$ cat config.mk
export PLATFORM = sky130hd
export DESIGN_NAME = ex_mem_flag_stage
export DESIGN_NICKNAME = d
export VERILOG_FILES = /design/src/rtl/ex_mem_flag_stage_pkg.sv /design/src/rtl/branch_cond_eval.sv /design/src/rtl/ex_mem_flag_stage.sv
export SDC_FILE = /design/constraint.sdc
export NUM_CORES = 1
export LEC_CHECK = 0
export ABC_AREA = 1
export BUFFER_PORTS_ARGS = -buffer_cell sky130_fd_sc_hd__buf_2
export CORE_MARGIN = 4
export CORE_UTILIZATION = 43
export DETAILED_ROUTE_END_ITERATION = 8
export HOLD_SLACK_MARGIN = 0.08
export PLACE_DENSITY = 0.82
export SLEW_MARGIN = 25
export SYNTH_ARGS = -nofsm -noshare
export SYNTH_HDL_FRONTEND = slang
export SYNTH_HIERARCHICAL = 1
export SYNTH_SLANG_ARGS = --single-unit
$ cat constraint.sdc
create_clock -name clk -period 1 [get_ports clk]
set_input_delay 0.05 -clock clk [delete_from_list [all_inputs] [get_ports clk]]
set_output_delay 0.05 -clock clk [all_outputs]
set_load 0.01 [all_outputs]
$ cat src/rtl/ex_mem_flag_stage_pkg.sv
// Shared constants for the EX/MEM flag stage: condition codes, flag bit
// positions within the {Z,N,V} write-enable vector, and common enables.
package ex_mem_flag_stage_pkg;

  localparam logic [2:0] CC_NE  = 3'b000;
  localparam logic [2:0] CC_EQ  = 3'b001;
  localparam logic [2:0] CC_GT  = 3'b010;
  localparam logic [2:0] CC_LT  = 3'b011;
  localparam logic [2:0] CC_GE  = 3'b100;
  localparam logic [2:0] CC_LE  = 3'b101;
  localparam logic [2:0] CC_OV  = 3'b110;
  localparam logic [2:0] CC_UNC = 3'b111;

  localparam int unsigned FLAG_Z = 2;
  localparam int unsigned FLAG_N = 1;
  localparam int unsigned FLAG_V = 0;

  localparam logic [2:0] WE_ALL  = 3'b111;
  localparam logic [2:0] WE_Z    = 3'b100;
  localparam logic [2:0] WE_NONE = 3'b000;

endpackage

$ cat src/rtl/branch_cond_eval.sv
// Pure combinational decode of a 3-bit condition code against the
// effective Z/N/V flags.
module branch_cond_eval
  import ex_mem_flag_stage_pkg::*;
(
  input  logic [2:0] cond,
  input  logic       z,
  input  logic       n,
  input  logic       v,
  output logic       taken
);

  always_comb begin
    taken = 1'b0;
    unique case (cond)
      CC_NE:   taken = ~z;
      CC_EQ:   taken = z;
      CC_GT:   taken = ~z & ~n;
      CC_LT:   taken = n;
      CC_GE:   taken = z | ~n;
      CC_LE:   taken = z | n;
      CC_OV:   taken = v;
      CC_UNC:  taken = 1'b1;
      default: taken = 1'b0;
    endcase
  end

endmodule

$ cat src/rtl/ex_mem_flag_stage.sv
// EX/MEM pipeline register with the architectural Z/N/V flags, sticky
// overflow and flag-bypassed branch condition evaluation.
module ex_mem_flag_stage
  import ex_mem_flag_stage_pkg::*;
#(
  parameter int unsigned DW = 16,
  parameter int unsigned RW = 4
) (
  input  logic          clk,
  input  logic          rst,
  input  logic          stall,
  input  logic          flush,
  input  logic          ex_valid,
  input  logic [DW-1:0] ex_result,
  input  logic [DW-1:0] ex_store_data,
  input  logic [RW-1:0] ex_dst,
  input  logic          ex_regwrite,
  input  logic          ex_memread,
  input  logic          ex_memwrite,
  input  logic          ex_zr,
  input  logic          ex_neg,
  input  logic          ex_ov,
  input  logic [2:0]    ex_flag_we,
  input  logic [2:0]    br_cond,
  input  logic          clr_sticky,
  output logic          mem_valid,
  output logic          mem_regwrite,
  output logic          mem_memread,
  output logic          mem_memwrite,
  output logic [DW-1:0] mem_result,
  output logic [DW-1:0] mem_store_data,
  output logic [RW-1:0] mem_dst,
  output logic          flag_z,
  output logic          flag_n,
  output logic          flag_v,
  output logic          br_taken,
  output logic          ov_sticky
);

  logic       advance;
  logic [2:0] flag_upd;
  logic       eff_z, eff_n, eff_v;

  assign advance  = ~stall & ~flush;
  assign flag_upd = (advance & ex_valid) ? ex_flag_we : WE_NONE;

  // Flags written by the instruction in EX are forwarded to the branch unit
  // in the same cycle they are being captured.
  assign eff_z = flag_upd[FLAG_Z] ? ex_zr  : flag_z;
  assign eff_n = flag_upd[FLAG_N] ? ex_neg : flag_n;
  assign eff_v = flag_upd[FLAG_V] ? ex_ov  : flag_v;

  branch_cond_eval u_branch_cond_eval (
    .cond  (br_cond),
    .z     (eff_z),
    .n     (eff_n),
    .v     (eff_v),
    .taken (br_taken)
  );

  always_ff @(posedge clk) begin
    if (rst) begin
      mem_valid      <= 1'b0;
      mem_regwrite   <= 1'b0;
      mem_memread    <= 1'b0;
      mem_memwrite   <= 1'b0;
      mem_result     <= '0;
      mem_store_data <= '0;
      mem_dst        <= '0;
      flag_z         <= 1'b0;
      flag_n         <= 1'b0;
      flag_v         <= 1'b0;
      ov_sticky      <= 1'b0;
    end else begin
      if (flush) begin
        mem_valid      <= 1'b0;
        mem_regwrite   <= 1'b0;
        mem_memread    <= 1'b0;
        mem_memwrite   <= 1'b0;
        mem_result     <= '0;
        mem_store_data <= '0;
        mem_dst        <= '0;
      end else if (!stall) begin
        mem_valid      <= ex_valid;
        mem_regwrite   <= ex_regwrite & ex_valid;
        mem_memread    <= ex_memread & ex_valid;
        mem_memwrite   <= ex_memwrite & ex_valid;
        mem_result     <= ex_result;
        mem_store_data <= ex_store_data;
        mem_dst        <= ex_dst;
      end

      if (flag_upd[FLAG_Z]) flag_z <= ex_zr;
      if (flag_upd[FLAG_N]) flag_n <= ex_neg;
      if (flag_upd[FLAG_V]) flag_v <= ex_ov;

      // Set has priority over a coincident clear.
      if (flag_upd[FLAG_V] & ex_ov) begin
        ov_sticky <= 1'b1;
      end else if (clr_sticky) begin
        ov_sticky <= 1'b0;
      end
    end
  end

endmodule

==> results of run 1 <==
## through the flow
stage / cells / hold slack (ns) / total power [uW]
floorplan: 220 / 0.119 / 2100
CTS: 416 / 0.118 / 3560
global placement: 362 / 0.286 / 2310
detailed placement: 362 / 0.282 / 2320
finish: 416 / 0.122 / 3550
global route: 415 / 0.162 / 3700
## worst max-delay path, stage by stage (launching register included)
cell and delay, ns:
dfxtp_2 0.33, inv_2 0.05, nand2_2 0.04, nand2_2 0.08, inv_2 0.05, nor2_2 0.09, nand3b_1 0.14, nand3_2 0.08
buf_6 0.12
## timing repair
item                                   4_1_cts  5_1_grt
hold buffers                                41        0
endpoints found under the hold margin       43        0
setup buffers                                5        2
setup endpoints to repair                    1        2
pin swaps                                    6        2
gates resized for setup                     12        6
## kinds of logic after synthesis
family | count (synthesis)
buffers and inverters | 24
and+or+nand+nor | 109
DFF | 44
AOI/OAI and AO/OA | 43
## flip-flops by register name, indices dropped and copies added, names as in the netlist
| register | cells |
|---|---|
| mem_valid | 1 |
| ov_sticky | 1 |
| mem_memread | 1 |
| flag_z | 1 |
| mem_store_data | 16 |
| mem_dst | 4 |
| mem_memwrite | 1 |
| mem_result | 16 |
| flag_v | 1 |
| mem_regwrite | 1 |
| flag_n | 1 |
## cells in the mapped netlist
library cell  instances
o21ai_0               1
nand2_1              91
nand2_2               1
inv_1                10
buf_4                 5
inv_2                 1
nor2_4                1
nand4_1               3
buf_2                 3
or2_1                 1
a21oi_1              32
clkbuf_1              5
dfxtp_1              44
a21oi_2              10
nand3b_1              1
nor2_1                6
nand3_1               4
nand3_2               1
## layer usage
layer  part of all wire [%]  wire [um]  vias up
li1                       -          -      989
met1                     38       2070      876
met2                     51       2810       88
met3                    8.0        436       19
met4                    2.7        146        0
met5                      0          0        -
## power groups by stage
stage	sequential (uW)	combinational [uW]	clock (uW)
4_1_cts	1830	601	1120
3_3_place_gp	1870	438	0
3_5_place_dp	1870	448	0
6_report	1830	621	1100
5_1_grt	1840	680	1180
2_1_floorplan	1900	200	0
## final timing paths
kind,to,cells after the start,slack [ns],from
min reg2reg,mem_store_data[2],2,0.46,mem_store_data[2]
max,br_taken,8,-0.32,flag_n
max reg2reg,flag_n,7,0.03,flag_n
min,flag_v,4,0.12,ex_flag_we[0]
## cells in the final DEF, fill, tap and decap left out
master	n
diode_2	1
a21oi_2	10
nor2_2	2
clkbuf_1	2
dfxtp_1	42
nand2_1	86
dlygate4sd3_1	41
nor2_4	2
inv_1	6
clkbuf_8	6
buf_4	10
buf_2	97
o21ai_0	1
nand3_2	1
nand4_1	3
nand3_1	4
dfxtp_2	2
a21oi_1	32
or2_1	1
nand2_2	6
nand3b_1	1
buf_12	1
inv_2	5
buf_6	3
nor2_1	3
## cell type report
| class | count | area, um2 |
|---|---|---|
| sequential | 44 | 883 |
| timing repair buffer | 152 | 1020 |
| tap | 48 | 60.1 |
| antenna | 1 | 2.50 |
| clock buffer | 8 | 90.1 |
| fill | 289 | 920 |
| inverter | 11 | 41.3 |
| multi-input combinational | 152 | 722 |
==> flow_summary_export.csv, run 1 <==
group,metric,value,unit
finish,drive_gt1_share,39.5,%
global_routing,grt_max_degree,29,
drt,drt_iter0_drc,74,
place,port-buffer-count,98,
synthesis,yosysSeqAreaShare,52.1,%
synthesis,synth_top_family_by_area,"simple AND/OR/NAND/NOR gates",
drt,drc_errors,0,
synthesis,ys_ff_latch,44,
clocking,cts_made_buffers,5,
synthesis,ys_types,18,
place,post-dp-hpwl,3.24,mm
clocking,cts_tree,"built",
sta,slew_violations,0,
sta,fmax,759,MHz
global_routing,grt_use_met2,39.9,%
finish,nets,420,
drt,vias,1972,
floorplan,core_area,3740,um2
synthesis,ys_top_cells_by_area,"dfxtp_1 (52%), nand2_1 (20%), a21oi_1 (9.5%)",
place,gp_congestion,0.849,
global_routing,grt-busiest-layer,"met2",
global_routing,grt_pass1_wl,8.73,mm
clocking,max-clock-path-buffers,2,
sta,layout_min_cycle_time,1.32,ns
global_routing,antenna_found_initial,0,
place,place_ws,-0.152,ns
synthesis,synth_simple_gate_area_share,26.3,%
setup_path,required,0.95,ns
pwr,p_sw_share,24.1,%
drt,ant_nets,0,
sta,setup_ws,-0.318,ns
synthesis,synth_top_area_cell,"dfxtp_1",
sta,setup_viol,1,
floorplan,dieHeight,70.7,um
worst_hold_path,hp-class,"primary input to flop",
synthesis,synthAdderAreaFrac,0,%
setup_path,arrival,1.27,ns
setup_path,worst_setup_path_start_kind,"flop",
pwr,combPwrFrac,17.5,%
pwr,p_int,2700,uW
floorplan,initial_core_util,45.2,%
global_routing,grt.total_usage,21.4,%
sta,fin_skew,0,ns
finish,final_area,2820,um2
setup_path,crit_type,"flop to primary output",
sta,fin_setup_tns,-0.318,ns
global_routing,overflow,0,
finish,final_util,75.4,%
pwr,ir_drop,0.00144,V
drt,routedWlPerCell,13.1,um
floorplan,boundaryPins,99,
synthesis,syn_area_per_cell,7.68,um2
pwr,p_clk_share,31.0,%
global_routing,grt_pass1_vias,2032,
synthesis,synth_compound_area_share,15.0,%
synthesis,synthMuxAreaShare,0,%
pwr,power_leakage,0.00137,uW
synthesis,synthDominantCellAreaShare,52.1,%
setup_path,endpoint_kind,"primary output",
pwr,seq_power_share,51.5,%
clocking,clk_latency,0.28,ns
sta,period_share,132,%
clocking,cts_sinks,44,
sta,rsz0062_at_grt,"true",
drt,drtPass1Iterations,4,
drt,vias_per_cell,4.74,
synthesis,synth-xor-area-share,0,%
floorplan,dieArea,5000,um2
clocking,h-tree-depth,2,
drt,drt_wl_total,5.46,mm
global_routing,met3_usage,6.53,%
status,status,"finished with violations",
setup_path,crit_fanout,2,
clocking,cts_root_buf,"clkbuf_8",
floorplan,fp-row-count,22,
place,place_area,2250,um2
finish,area_growth,67.1,%
pwr,p_sw,858,uW
synthesis,yosysWarnings,6,
clocking,clkTransAtPathRegs,0.08,ns
status,violations,"negative setup slack",
global_routing,gr-usage-met1,21.3,%
pwr,p_per_area,1260,nW/um2
flow_run,cap_violations,0,
synthesis,syn_inst,220,
sta,hold_viol_final,0,
sta,slew-limit-headroom,79.6,%
sta,worstMarginPinSlew,0.305,ns
floorplan,die_w,70.7,um
synthesis,netlist_area,1690,um2
synthesis,syn_nets,274,
Power figures use the tool's default switching activity.
==> run 2, diff against run 1 <==
--- a/config.mk
+++ b/config.mk
@@ -5,10 +5,9 @@
 export SDC_FILE = /design/constraint.sdc
 export NUM_CORES = 1
 export LEC_CHECK = 0
-export ABC_AREA = 1
 export BUFFER_PORTS_ARGS = -buffer_cell sky130_fd_sc_hd__buf_2
 export CORE_MARGIN = 4
-export CORE_UTILIZATION = 43
+export CORE_UTILIZATION = 44
 export DETAILED_ROUTE_END_ITERATION = 8
 export HOLD_SLACK_MARGIN = 0.08
 export PLACE_DENSITY = 0.82
==> run 2 against run 1 <==
The run still ends with negative setup slack left. Clock skew did not move. Design area rose by 2.8%. Sequential cell count is the same. Register-to-register slack better by 0.23 ns. Critical path type unchanged. Critical endpoint unchanged. Highest routed layer unchanged.
==> flow_summary_export.csv, run 2 <==
group,metric,value,unit
synthesis,synthAdderAreaFrac,0,%
drt,ant_nets,0,
synthesis,ys_types,24,
synthesis,ys_top_cells_by_area,"dfxtp_1 (49%), mux2i_1 (23%), nor2_1 (6.3%)",
finish,final_area,2900,um2
setup_path,crit_fanout,3,
synthesis,netlist_area,1800,um2
place,post-dp-hpwl,3.14,mm
synthesis,synthMuxAreaShare,25.3,%
synthesis,synth_simple_gate_area_share,17.2,%
synthesis,synth-xor-area-share,0,%
sta,worstMarginPinSlew,0.631,ns
sta,period_share,158,%
pwr,p_sw_share,24.2,%
synthesis,syn_area_per_cell,10.8,um2
global_routing,overflow,0,
setup_path,reg2regPathDepth,2,
setup_path,r2r_start,"ov_sticky",
synthesis,yosysSeqAreaShare,49.0,%
setup_path,reg2reg_setup_slack,0.26,ns
global_routing,antenna_found_initial,0,
global_routing,grt.total_usage,20.3,%
sta,setup_viol,1,
drt,drt_wl_total,4.96,mm
setup_path,reg2reg_to,"ov_sticky",
synthesis,yosysWarnings,6,
sta,fmax,633,MHz
drt,drt_iter0_drc,57,
flow_run,cap_violations,0,
clocking,cts_sinks,44,
synthesis,synth_compound_area_share,3.41,%
synthesis,synth_top_family_by_area,"multiplexers",
floorplan,initial_core_util,47.3,%
clocking,max-clock-path-buffers,2,
pwr,ir_drop,0.000929,V
clocking,cts_root_buf,"clkbuf_8",
finish,area_growth,61.4,%
floorplan,core_area,3800,um2
worst_hold_path,holdPathEnd,"ov_sticky",
worst_hold_path,holdPathStages,3,
sta,hold_viol_final,0,
floorplan,die_w,71.9,um
clocking,cts_tree,"built",
synthesis,synthFlopType,"dfxtp_1",
floorplan,dieHeight,71.9,um
synthesis,syn_nets,221,
sta,layout_min_cycle_time,1.58,ns
drt,vias,1713,
global_routing,grt_pass1_vias,1868,
worst_hold_path,hold_start,"ex_ov",
sta,slew_violations,0,
place,place_area,2410,um2
clocking,clkTransAtPathRegs,0.08,ns
pwr,p_sw,871,uW
setup_path,arrival,1.53,ns
drt,drc_errors,0,
sta,fin_setup_tns,-0.581,ns
sta,slew-limit-headroom,57.9,%
clocking,h-tree-depth,2,
worst_hold_path,hp-class,"primary input to flop",
pwr,p_int,2730,uW
synthesis,synth_common_cells,"dfxtp_1 (44), mux2i_1 (42), nor2_1 (30)",
pwr,p_per_area,1240,nW/um2
setup_path,worst_setup_path_start_kind,"flop",
sta,fin_skew,0,ns
setup_path,crit_type,"flop to primary output",
finish,nets,371,
floorplan,dieArea,5170,um2
pwr,p_clk_share,31.7,%
finish,final_common_cell,"buf_2",
finish,drive_gt1_share,44.0,%
finish,mostFrequentLayoutCells,"buf_2 (98), dfxtp_1 (43), mux2i_1 (42)",
setup_path,endpoint_kind,"primary output",
pwr,power_leakage,0.00148,uW
status,violations,"negative setup slack",
status,status,"finished with violations",
synthesis,synth_top_area_cell,"dfxtp_1",
drt,vias_per_cell,4.68,
synthesis,ys_ff_latch,44,
synthesis,async_flop_share,0,%
synthesis,syn_inst,167,
finish,largestRegisters,"mem_result: 16 flops, mem_store_data: 16 flops, mem_dst: 4 flops",
finish,antenna_cells,0,
global_routing,grt_pass1_wl,8.40,mm
floorplan,fp-row-count,22,
synthesis,synthDominantCellAreaShare,49.0,%
synthesis,synth-edff-count,0,
global_routing,grt_max_degree,41,
drt,drtPass1Iterations,4,
place,gp_congestion,0.745,
pwr,combPwrFrac,17.3,%
clocking,clk_latency,0.28,ns
sta,rsz0062_at_grt,"true",
clocking,cts_made_buffers,5,
sta,setup_ws,-0.581,ns
floorplan,boundaryPins,99,
synthesis,yosysMostFrequentCell,"dfxtp_1",
drt,routedWlPerCell,13.6,um
place,port-buffer-count,98,
pwr,seq_power_share,50.9,%
setup_path,required,0.95,ns
[run 2: worst max-delay path: stages (launching register included)]
cell and delay [ns]:
dfxtp_2 0.33, mux2_4 0.28, nand2b_4 0.14, mux2i_1 0.15, a21oi_1 0.06, o21a_1 0.16, buf_2 0.13
[run 2: cells by family after synthesis]
kind of cell | after synthesis
AOI/OAI and AO/OA | 8
buffers and inverters | 12
DFF | 44
muxes | 45
and+or+nand+nor | 58
[run 2: per-stage QoR]
| step | hold WS (ns) | instances | power (uW) | worst slack [ns] | util, % |
|---|---|---|---|---|---|
| global route | 0.108 | 366 | 3790 | -0.647 | 76.4 |
| floorplan | 0.194 | 167 | 2150 | -0.337 | - |
| detailed placement | 0.289 | 318 | 2370 | -0.533 | 63.3 |
| finish | 0.108 | 366 | 3600 | -0.581 | 76.4 |
| CTS | 0.0965 | 366 | 3620 | -0.581 | 76.4 |
| global placement | 0.277 | 318 | 2360 | -0.500 | 63.3 |
[run 2: cell type report]
type | instances | area [um2]
multi-input combinational | 111 | 842
sequential | 44 | 882
fill | 288 | 896
tap | 48 | 60.1
timing repair buffer | 153 | 1010
clock inverter | 2 | 15.0
inverter | 2 | 7.51
clock buffer | 6 | 82.6
[run 2: how the worst max path moves through the flow]
stage / endpoint / cells past startpoint / from / slack [ns]
after floorplan: br_taken / 7 / stall / -0.34
after global placement: br_taken / 8 / stall / -0.50
after detailed placement: br_taken / 8 / stall / -0.53
after CTS: br_taken / 6 / flag_z / -0.58
after global routing: br_taken / 6 / flag_z / -0.65
final: br_taken / 6 / flag_z / -0.58
[run 2: metal layers]
layer / GRT usage (%) / up-vias / part of all wire [%]
met2: 37.4 / 60 / 51
met3: 4.99 / 5 / 7.5
li1: - / 857 / -
met1: 23.5 / 791 / 41
met5: 0 / - / 0
met4: 4.38 / 0 / 0.58
[run 2: what timing repair did]
item / 4_1_cts / 5_1_grt
buffers inserted: 1 / 0
hold buffers: 39 / 0
hold endpoints to repair: 39 / 0
endpoints found under the setup margin: 1 / 1
cloned: 0 / 0
resized for setup: 1 / 0
pin swaps: 1 / 0
[run 2: power groups by stage]
stage,clock [uW],combinational [uW],sequential (uW)
after floorplan,0,252,1900
after global placement,0,487,1870
after detailed placement,0,497,1870
after CTS,1170,616,1830
after global routing,1270,685,1840
final,1140,624,1830
